`config.mk`:
```
export PLATFORM = sky130hd
export DESIGN_NAME = record_stream_packer
export DESIGN_NICKNAME = d
export VERILOG_FILES = /design/src/rtl/timetag_pkg.sv /design/src/rtl/record_fifo_sc.sv /design/src/rtl/record_stream_packer.sv
export SDC_FILE = /design/constraint.sdc
export NUM_CORES = 1
export LEC_CHECK = 0
export ABC_CLOCK_PERIOD_IN_PS = 13300
export BUFFER_PORTS_ARGS = -buffer_cell sky130_fd_sc_hd__buf_2
export CAP_MARGIN = 20
export CORE_MARGIN = 2
export CORE_UTILIZATION = 60
export DETAILED_ROUTE_END_ITERATION = 10
export GPL_ROUTABILITY_DRIVEN = 0
export PLACE_DENSITY = 0.77
export SLEW_MARGIN = 15
export SYNTH_ARGS = -nofsm -noshare
export SYNTH_HDL_FRONTEND = slang
export SYNTH_SLANG_ARGS = --single-unit
```
`constraint.sdc`:
```
create_clock -name clk -period 13.3 [get_ports clk]
set_input_delay 2.66 -clock clk [delete_from_list [all_inputs] [get_ports clk]]
set_output_delay 2.66 -clock clk [all_outputs]
set_load 0.05 [all_outputs]
```
`src/rtl/timetag_pkg.sv`:
```
// Constants shared by the timestamp record path (record_stream_packer and apdtimer).
// Record widths are derived from a byte count so both blocks agree on the layout.
package timetag_pkg;

    localparam int BYTE_W            = 8;
    localparam int REC_BYTES_DEFAULT = 6;

    function automatic int rec_w(input int rec_bytes);
        return BYTE_W * rec_bytes;
    endfunction

    // The top bit of a stored record carries the "a record was lost before this one" flag.
    function automatic int lost_bit(input int rec_bytes);
        return BYTE_W * rec_bytes - 1;
    endfunction

endpackage

```
`src/rtl/record_fifo_sc.sv`:
```
// Single-clock first-word-fall-through FIFO.
// rd_data always shows the head entry; a push and a pop may happen in the same cycle.
module record_fifo_sc #(
    parameter  int WIDTH = 48,
    parameter  int DEPTH = 16,
    localparam int AW    = $clog2(DEPTH),
    localparam int LW    = $clog2(DEPTH + 1)
) (
    input  logic             clk,
    input  logic             reset_n,
    input  logic             flush,
    input  logic             push,
    input  logic [WIDTH-1:0] wr_data,
    input  logic             pop,
    output logic [WIDTH-1:0] rd_data,
    output logic [LW-1:0]    level,
    output logic             full,
    output logic             empty
);

    logic [WIDTH-1:0] mem_q [DEPTH];
    logic [AW-1:0]    wr_ptr_q, wr_ptr_d;
    logic [AW-1:0]    rd_ptr_q, rd_ptr_d;
    logic [LW-1:0]    level_q, level_d;
    logic             push_ok;
    logic             pop_ok;

    assign full    = (level_q == LW'(DEPTH));
    assign empty   = (level_q == '0);
    assign level   = level_q;
    assign rd_data = mem_q[rd_ptr_q];

    // When full, a push is only legal alongside a pop; the pop reads the slot before it is rewritten.
    assign pop_ok  = pop && !empty && !flush;
    assign push_ok = push && (!full || pop_ok) && !flush;

    always_comb begin
        wr_ptr_d = wr_ptr_q;
        rd_ptr_d = rd_ptr_q;
        level_d  = level_q;
        if (flush) begin
            wr_ptr_d = '0;
            rd_ptr_d = '0;
            level_d  = '0;
        end else begin
            wr_ptr_d = wr_ptr_q + AW'(push_ok);
            rd_ptr_d = rd_ptr_q + AW'(pop_ok);
            level_d  = level_q + LW'(push_ok) - LW'(pop_ok);
        end
    end

    always_ff @(posedge clk or negedge reset_n) begin
        if (!reset_n) begin
            wr_ptr_q <= '0;
            rd_ptr_q <= '0;
            level_q  <= '0;
        end else begin
            wr_ptr_q <= wr_ptr_d;
            rd_ptr_q <= rd_ptr_d;
            level_q  <= level_d;
        end
    end

    always_ff @(posedge clk) begin
        if (push_ok) begin
            mem_q[wr_ptr_q] <= wr_data;
        end
    end

endmodule

```
`src/rtl/record_stream_packer.sv`:
```
// Buffers timestamp records, tags records that follow a drop, and serialises them LSB byte first.
// Build option RECORD_STREAM_DROP_COUNT_EN enables the saturating drop counter; otherwise drop_count is 0.
module record_stream_packer
    import timetag_pkg::*;
#(
    parameter  int REC_BYTES = REC_BYTES_DEFAULT,
    parameter  int DEPTH     = 16,
    parameter  int CNT_W     = 16,
    localparam int REC_W     = rec_w(REC_BYTES),
    localparam int LVL_W     = $clog2(DEPTH + 1)
) (
    input  logic               clk,
    input  logic               reset_n,
    input  logic               record_rdy,
    input  logic [REC_W-2:0]   record,
    input  logic               flush,
    output logic               data_rdy,
    output logic [BYTE_W-1:0]  data,
    input  logic               data_ack,
    output logic [LVL_W-1:0]   buf_level,
    output logic               rec_lost,
    output logic [CNT_W-1:0]   drop_count
);

    localparam int LOST_BIT = lost_bit(REC_BYTES);
    localparam int BIDX_W   = $clog2(REC_BYTES);

    localparam logic [0:0] ST_IDLE = 1'b0;
    localparam logic [0:0] ST_SEND = 1'b1;

    logic [0:0]        state_q, state_d;
    logic [REC_W-1:0]  shift_q, shift_d;
    logic [BIDX_W-1:0] byte_idx_q, byte_idx_d;
    logic              rec_lost_q, rec_lost_d;

    logic              fifo_pop;
    logic              fifo_full;
    logic              fifo_empty;
    logic [REC_W-1:0]  fifo_rd_data;
    logic [REC_W-1:0]  fifo_wr_data;
    logic              accept;
    logic              drop;

    assign accept = record_rdy && !flush && (!fifo_full || fifo_pop);
    assign drop   = record_rdy && !flush && fifo_full && !fifo_pop;

    assign fifo_wr_data[LOST_BIT]   = rec_lost_q;
    assign fifo_wr_data[REC_W-2:0]  = record;

    record_fifo_sc #(
        .WIDTH (REC_W),
        .DEPTH (DEPTH)
    ) u_fifo (
        .clk     (clk),
        .reset_n (reset_n),
        .flush   (flush),
        .push    (accept),
        .wr_data (fifo_wr_data),
        .pop     (fifo_pop),
        .rd_data (fifo_rd_data),
        .level   (buf_level),
        .full    (fifo_full),
        .empty   (fifo_empty)
    );

    // The final-byte ack reloads straight from the FIFO head so consecutive records have no gap.
    always_comb begin
        state_d    = state_q;
        shift_d    = shift_q;
        byte_idx_d = byte_idx_q;
        fifo_pop   = 1'b0;
        if (flush) begin
            state_d = ST_IDLE;
        end else begin
            case (state_q)
                ST_IDLE: begin
                    if (!fifo_empty) begin
                        fifo_pop   = 1'b1;
                        shift_d    = fifo_rd_data;
                        byte_idx_d = '0;
                        state_d    = ST_SEND;
                    end
                end
                default: begin
                    if (data_ack) begin
                        if (byte_idx_q == BIDX_W'(REC_BYTES - 1)) begin
                            if (!fifo_empty) begin
                                fifo_pop   = 1'b1;
                                shift_d    = fifo_rd_data;
                                byte_idx_d = '0;
                            end else begin
                                state_d = ST_IDLE;
                            end
                        end else begin
                            shift_d    = {{BYTE_W{1'b0}}, shift_q[REC_W-1:BYTE_W]};
                            byte_idx_d = byte_idx_q + 1'b1;
                        end
                    end
                end
            endcase
        end
    end

    always_comb begin
        rec_lost_d = rec_lost_q;
        if (accept) begin
            rec_lost_d = 1'b0;
        end else if (drop) begin
            rec_lost_d = 1'b1;
        end
    end

    always_ff @(posedge clk or negedge reset_n) begin
        if (!reset_n) begin
            state_q    <= ST_IDLE;
            shift_q    <= '0;
            byte_idx_q <= '0;
            rec_lost_q <= 1'b0;
        end else begin
            state_q    <= state_d;
            shift_q    <= shift_d;
            byte_idx_q <= byte_idx_d;
            rec_lost_q <= rec_lost_d;
        end
    end

    assign data_rdy = (state_q == ST_SEND);
    assign data     = shift_q[BYTE_W-1:0];
    assign rec_lost = rec_lost_q;

`ifdef RECORD_STREAM_DROP_COUNT_EN
    logic [CNT_W-1:0] drop_count_q, drop_count_d;

    always_comb begin
        drop_count_d = drop_count_q;
        if (drop && (drop_count_q != {CNT_W{1'b1}})) begin
            drop_count_d = drop_count_q + 1'b1;
        end
    end

    always_ff @(posedge clk or negedge reset_n) begin
        if (!reset_n) begin
            drop_count_q <= '0;
        end else begin
            drop_count_q <= drop_count_d;
        end
    end

    assign drop_count = drop_count_q;
`else
    assign drop_count = '0;
`endif

endmodule
```
==> results of run 1 <==
path summary, 6_finish.rpt:
| kind | endpoint | depth (start not counted) | startpoint | slack, ns |
|---|---|---|---|---|
| worst max-delay path | u_fifo.mem_q[7][14] | 6 | flush | 8.35 |
| worst min-delay path | shift_q[47] | 1 | shift_q[47] | 0.51 |
| worst max register to register | shift_q[17] | 6 | u_fifo.rd_ptr_q[2] | 9.80 |
| worst min register to register | shift_q[47] | 1 | shift_q[47] | 0.51 |
| max in group asynchronous | u_fifo.rd_ptr_q[2] | 1 | reset_n | 10.37 |
| min in group asynchronous | byte_idx_q[2] | 1 | reset_n | 2.18 |
synthesized netlist by cell type, drive strengths merged (3+ instances only):
| cell | n | share of area, % |
|---|---|---|
| edfxtp | 768 | 71 |
| mux4 | 190 | 13 |
| buf | 77 | 1.6 |
| a211oi | 72 | 2.1 |
| dfrtp | 66 | 5.1 |
| nor2b | 44 | 0.85 |
| o22ai | 41 | 0.79 |
| mux2i | 40 | 1.2 |
| clkbuf | 26 | 0.30 |
| nor2 | 25 | 0.29 |
| a22oi | 19 | 0.44 |
| nand2 | 15 | 0.20 |
| ha | 12 | 0.46 |
| inv | 11 | 0.13 |
| a21oi | 9 | 0.14 |
| a22o | 8 | 0.22 |
| nand3 | 8 | 0.12 |
| nor3 | 7 | 0.12 |
| nand2b | 4 | 0.077 |
| xnor2 | 4 | 0.11 |
| a31oi | 3 | 0.058 |
| mux2 | 3 | 0.10 |
| o21ai | 3 | 0.046 |
| xor2 | 3 | 0.081 |
state kept, by name, summed over array words and instances (netlist names):
signal	cells
u_fifo.wr_ptr_q	4
u_fifo.rd_ptr_q	4
shift_q	48
data_rdy	1
rec_lost	1
byte_idx_q	3
u_fifo.level	5
u_fifo.mem_q	768
cell type report:
type	instances	area, um2
Clock buffer	105	2210
Multi-Input combinational cell	546	7100
Sequential cell	834	24700
Antenna cell	3	7.51
Tap cell	696	871
Clock inverter	43	478
Fill cell	3225	17500
Inverter	12	45.0
Timing Repair Buffer	93	548
metrics by stage:
step	worst slack (ns)	std cells	power (mW)
CTS	8.36	2329	6.39
global placement	7.78	2181	4.07
global route	8.20	2331	6.56
finish	8.35	2332	6.36
floorplan	5.92	1495	3.85
detailed placement	7.70	2181	4.09
logic make-up (layout without fill, tap and decap cells):
| group | after synthesis | after routing | synth area share [%] |
|---|---|---|---|
| and+or+nand+nor | 115 | 115 | 1.95 |
| buffers and inverters | 115 | 253 | 2.06 |
| muxes | 233 | 233 | 14.6 |
| other | 1 | 19 | 0.0116 |
| AOI/OAI and AO/OA | 162 | 162 | 4.13 |
| xor gates and xnor gates | 7 | 7 | 0.190 |
| adders and majority gates | 13 | 13 | 0.527 |
| DFF | 834 | 834 | 76.5 |
layout by cell type (no fill, tap or decap), drive strengths merged, types with 3 or more instances in the layout:
cell / synthesis / final
buf: 77 / 93
a31oi: 3 / 3
xor2: 3 / 3
nor2b: 44 / 44
o21ai: 3 / 3
conb: 1 / 16
inv: 11 / 13
diode: 0 / 3
o22ai: 41 / 41
clkbuf: 26 / 105
a22o: 8 / 8
clkinv: 1 / 30
mux2i: 40 / 40
nand2: 15 / 15
a211oi: 72 / 72
ha: 12 / 12
mux4: 190 / 190
xnor2: 4 / 4
edfxtp: 768 / 768
nor3: 7 / 7
mux2: 3 / 3
nand2b: 4 / 4
nand3: 8 / 8
dfrtp: 66 / 66
bufinv: 0 / 10
a21oi: 9 / 9
a22oi: 19 / 19
nor2: 25 / 25
power breakdown:
| part | total [mW] | internal (mW) | switching (mW) |
|---|---|---|---|
| clock | 2.31 | 1.37 | 0.948 |
| sequential | 3.10 | 2.97 | 0.135 |
| combinational | 0.938 | 0.412 | 0.526 |
critical path, delay by kind of cell:
family	cells	cell delay (ns)
buf+inv	3	0.88
simple gates	3	1.62
routing by layer:
layer  routed length (um)  part of all wire, %
met4                 2030                  2.9
met5                   33                0.047
met3                 5320                  7.7
met2                35000                   50
met1                27200                   39
==> results.ini, run 1 <==
[run_status]
status=completed

[synth]
synth_edf_count=768
synth_area_um2=32300
ys_seq_elements=834
syn_avg_cell_area_um2=21.8
yosysSeqAreaShare_pct=76.5
ys.flop_type=edfxtp_1
yosys_warnings=0
synthArstFlopShare_pct=7.91
synthCells=1480
synth_cell_type_count=48

[grt]
use_met2_pct=41.9
met1_usage_pct=35.8
grt_usage_pct=25.8
grt_pass1_vias=16200
busiest_layer=met2
grt-ovfl-total=0
gr-usage-met3_pct=4.63
antenna_found_initial=6
grt_max_degree=102
grt_pass1_wl_um=105000

[timing]
setup_tns_ns=0
fin_crit_sh_pct=37.2
fmax_mhz=202
finalHoldViolCount=0
worstMarginPinSlew_ns=1.05
finalMaxSlewViolations=0
setup_viol=0
period_minus_slack_ns=4.95
skew_ns=0.0181
whs_ns=0.509
rsz0062_at_grt=false
slew_headroom_pct=29.7

[detailed_routing]
viasPerCell=6.63
postRouteAntennaNets=0
totalWireLength_um=69500
drcViolationCount=0
dr_total_vias=15500
wl_per_cell_um=29.8
drtPass1Iterations=5
drtIter0Drc=1724

[critical_path]
max_stage_delay_ns=0.92
crit_chain=buf_2 -> inv_1 -> and3_1 -> nand3_1 -> nor2_4 -> buf_4
cp_max_fo=25
worstSetupStartpointType=primary input
arrival_ns=5.21
setup.worst_path.end_class=register
cp_slowest_cell=nor2_4
required_ns=13.55
path_class=in2reg

[finish]
area_growth_pct=11.4
layout.nets=1632
final_util_pct=67.3
drive_gt1_share_pct=28.4
design_area_um2=36000

[floorplan]
ios=83
die_area_um2=55700
die_w_um=236
initial_core_util_pct=60.4
core_region_area_um2=53500
die_h_um=236
rows=85

[clock_network]
cts-buffers-inserted=80
cts.sinks=834
h-tree-depth=3
postCtsHoldBufs=0
clock_latency_ns=0.63
path_clk_slew_ns=0.06
clock_path_buffers=3
cts_resized=0
post_cts_buffers=0
tritoncts=built
cts_root_buf=clkbuf_16

[placement]
placedInstanceArea_um2=33300
dp_hpwl_um=35600
io_buffers=66

[hold_path]
hold_class=reg2reg

[job]
drv_cap=0

[power]
p_per_area_nw_per_um2=177
vdd_drop_max_v=0.000124
leakage_nw=11.3

(Power assumes the default switching activity.)
==> inputs of run 2 (changes only) <==
--- a/config.mk
+++ b/config.mk
@@ -5,7 +5,7 @@
 export SDC_FILE = /design/constraint.sdc
 export NUM_CORES = 1
 export LEC_CHECK = 0
-export ABC_CLOCK_PERIOD_IN_PS = 13300
+export ABC_CLOCK_PERIOD_IN_PS = 4670
 export BUFFER_PORTS_ARGS = -buffer_cell sky130_fd_sc_hd__buf_2
 export CAP_MARGIN = 20
 export CORE_MARGIN = 2
==> constraint.sdc (replaced) <==
create_clock -name clk -period 4.67 [get_ports clk]
set_input_delay 0.934 -clock clk [delete_from_list [all_inputs] [get_ports clk]]
set_output_delay 0.934 -clock clk [all_outputs]
set_load 0.05 [all_outputs]
==> run 2 against run 1 <==
Net effect: hold slack worse by 0.059 ns; clock power rose to 2.8 times the previous value; setup slack worse by 6.9 ns; critical path type is now reg2reg; critical endpoint is now u_fifo.mem_q[4][30]; highest routed layer is now met4.
==> results.ini, run 2 (synthesis gave the netlist of run 1 again) <==
[run_status]
status=completed

[detailed_routing]
totalWireLength_um=70100  ; +0.72%
viasPerCell=6.61  ; -0.35%
drtPass1Iterations=6  ; +1
wl_per_cell_um=29.9  ; +0.12%
postRouteAntennaNets=0  ; unchanged
drtIter0Drc=1843  ; +6.9%
dr_total_vias=15500  ; +0.25%
drcViolationCount=0  ; unchanged

[finish]
layout.nets=1647  ; +0.92%
drive_gt1_share_pct=29.2  ; +0.77 points
regMostFlops=u_fifo.mem_q
layout_common_cells=edfxtp_1 (768), mux4_2 (190), clkbuf_16 (82), buf_2 (65), dfrtp_1 (63)
area_growth_pct=12.2
final_common_cell=edfxtp_1
largest_reg_flops=768  ; unchanged
design_area_um2=36200  ; +0.68%

[job]
drv_cap=0  ; unchanged

[timing]
finalMaxSlewViolations=0  ; unchanged
timing.final.ws_setup_ns=1.43  ; -6.92 ns
period_minus_slack_ns=3.24
setup_tns_ns=0  ; unchanged
skew_ns=0.0155  ; -0.00254 ns
fmax_mhz=308
rsz0062_at_grt=false
setup_viol=0  ; unchanged
finalHoldViolCount=0  ; unchanged
worstMarginPinSlew_ns=0.997  ; -0.0559 ns
slew_headroom_pct=33.6  ; +3.9 points
fin_crit_sh_pct=69.5

[grt]
grt_pass1_vias=16200  ; -0.19%
grt_pass1_wl_um=105000  ; +0.26%
grt_max_degree=67  ; -34%
grt_usage_pct=25.9  ; +0.16 points
grt-ovfl-total=0  ; unchanged
antenna_found_initial=2  ; -4

[floorplan]
ios=83  ; unchanged
die_area_um2=55700  ; unchanged
rows=85  ; unchanged
initial_core_util_pct=60.4  ; unchanged
die_h_um=236  ; unchanged
core_region_area_um2=53500  ; unchanged
die_w_um=236  ; unchanged

[power]
vdd_drop_max_v=0.000575  ; +360%
p_per_area_nw_per_um2=500  ; +180%
leakage_nw=11.3  ; +0.69%

[clock_network]
cts-buffers-inserted=81  ; +1.3%
tritoncts=built
post_cts_buffers=0  ; unchanged
postCtsHoldBufs=0  ; unchanged
clock_path_buffers=3  ; unchanged
h-tree-depth=3  ; unchanged
path_clk_slew_ns=0.07  ; about the same
cts_root_buf=clkbuf_16
cts_resized=0  ; unchanged
cts.sinks=834  ; unchanged
clock_latency_ns=0.64  ; about the same

[placement]
pre_cts_ws_ns=1.07  ; -6.63 ns
dp_hpwl_um=38500  ; +8.2%
placedInstanceArea_um2=33500  ; +0.77%
io_buffers=66  ; unchanged

[critical_path]
worstSetupStartpointType=register
required_ns=4.98  ; -8.57 ns
setup.worst_path.end_class=register
cp_max_fo=35  ; +40%
path_class=reg2reg
arrival_ns=3.55  ; -1.66 ns

[hold_path]
hold_class=in2async

[run 2: changes by cell type in the layout (fill, tap and decap cells not counted), moves of 2 or more]
| cell | before | now |
|---|---|---|
| inv_16 | 0 | 3 |
| buf_12 | 1 | 11 |
| inv_6 | 2 | 0 |
| nor3_2 | 4 | 0 |
| nor3_4 | 1 | 5 |
| bufinv_16 | 10 | 6 |
| clkinv_2 | 15 | 17 |
| buf_4 | 27 | 31 |
[run 2: metal layers]
metal	wire (um)	part of all wire (%)	GRT usage, %
met5	0	0	0
met4	2460	3.5	9.55
met3	5500	7.8	5.18
met2	35200	50	42.3
met1	26900	38	35.4
[run 2: worst paths after layout]
check	endpoint	slack [ns]	startpoint	cells past startpoint
min reg2reg	shift_q[47]	0.51	shift_q[47]	1
min	u_fifo.level[3]	0.45	reset_n	1
max in group asynchronous	u_fifo.rd_ptr_q[1]	3.50	reset_n	1
max	u_fifo.mem_q[4][30]	1.43	byte_idx_q[1]	8
max reg2reg	u_fifo.mem_q[4][30]	1.43	byte_idx_q[1]	8
min in group clk	shift_q[47]	0.51	shift_q[47]	1
[run 2: final cells by class]
type,instances,area (um2)
Multi-Input combinational cell,546,7120
Fill cell,3230,17300
Clock buffer,105,2220
Antenna cell,2,5.00
Tap cell,696,871
Clock inverter,44,460
Timing Repair Buffer,107,778
Inverter,12,45.0
Sequential cell,834,24700
[run 2: worst max-delay path: stages, from the launching register on]
cell     delay (ns)
dfrtp_1        0.39
inv_1          0.10
ha_1           0.23
nand3_1        0.10
nand4_1        0.10
and3_1         0.39
or3b_1         0.57
nor2_4         0.65
buf_12         0.35
[run 2: through the flow]
stage | hold slack, ns | power [mW] | utilization, % | std cells
2_1_floorplan | 0.474 | 11.0 | - | 1495
3_3_place_gp | 0.491 | 11.6 | 62.7 | 2195
3_5_place_dp | 0.496 | 11.7 | 62.7 | 2195
4_1_cts | 0.466 | 18.2 | 67.7 | 2344
5_1_grt | 0.500 | 18.7 | 67.7 | 2345
6_report | 0.450 | 18.1 | 67.7 | 2346
[run 2: power breakdown]
part	internal (mW)	switching, mW	total [mW]
clock	3.73	2.79	6.52
combinational	1.22	1.51	2.73
sequential	8.45	0.419	8.87
total	13.4	4.72	18.1
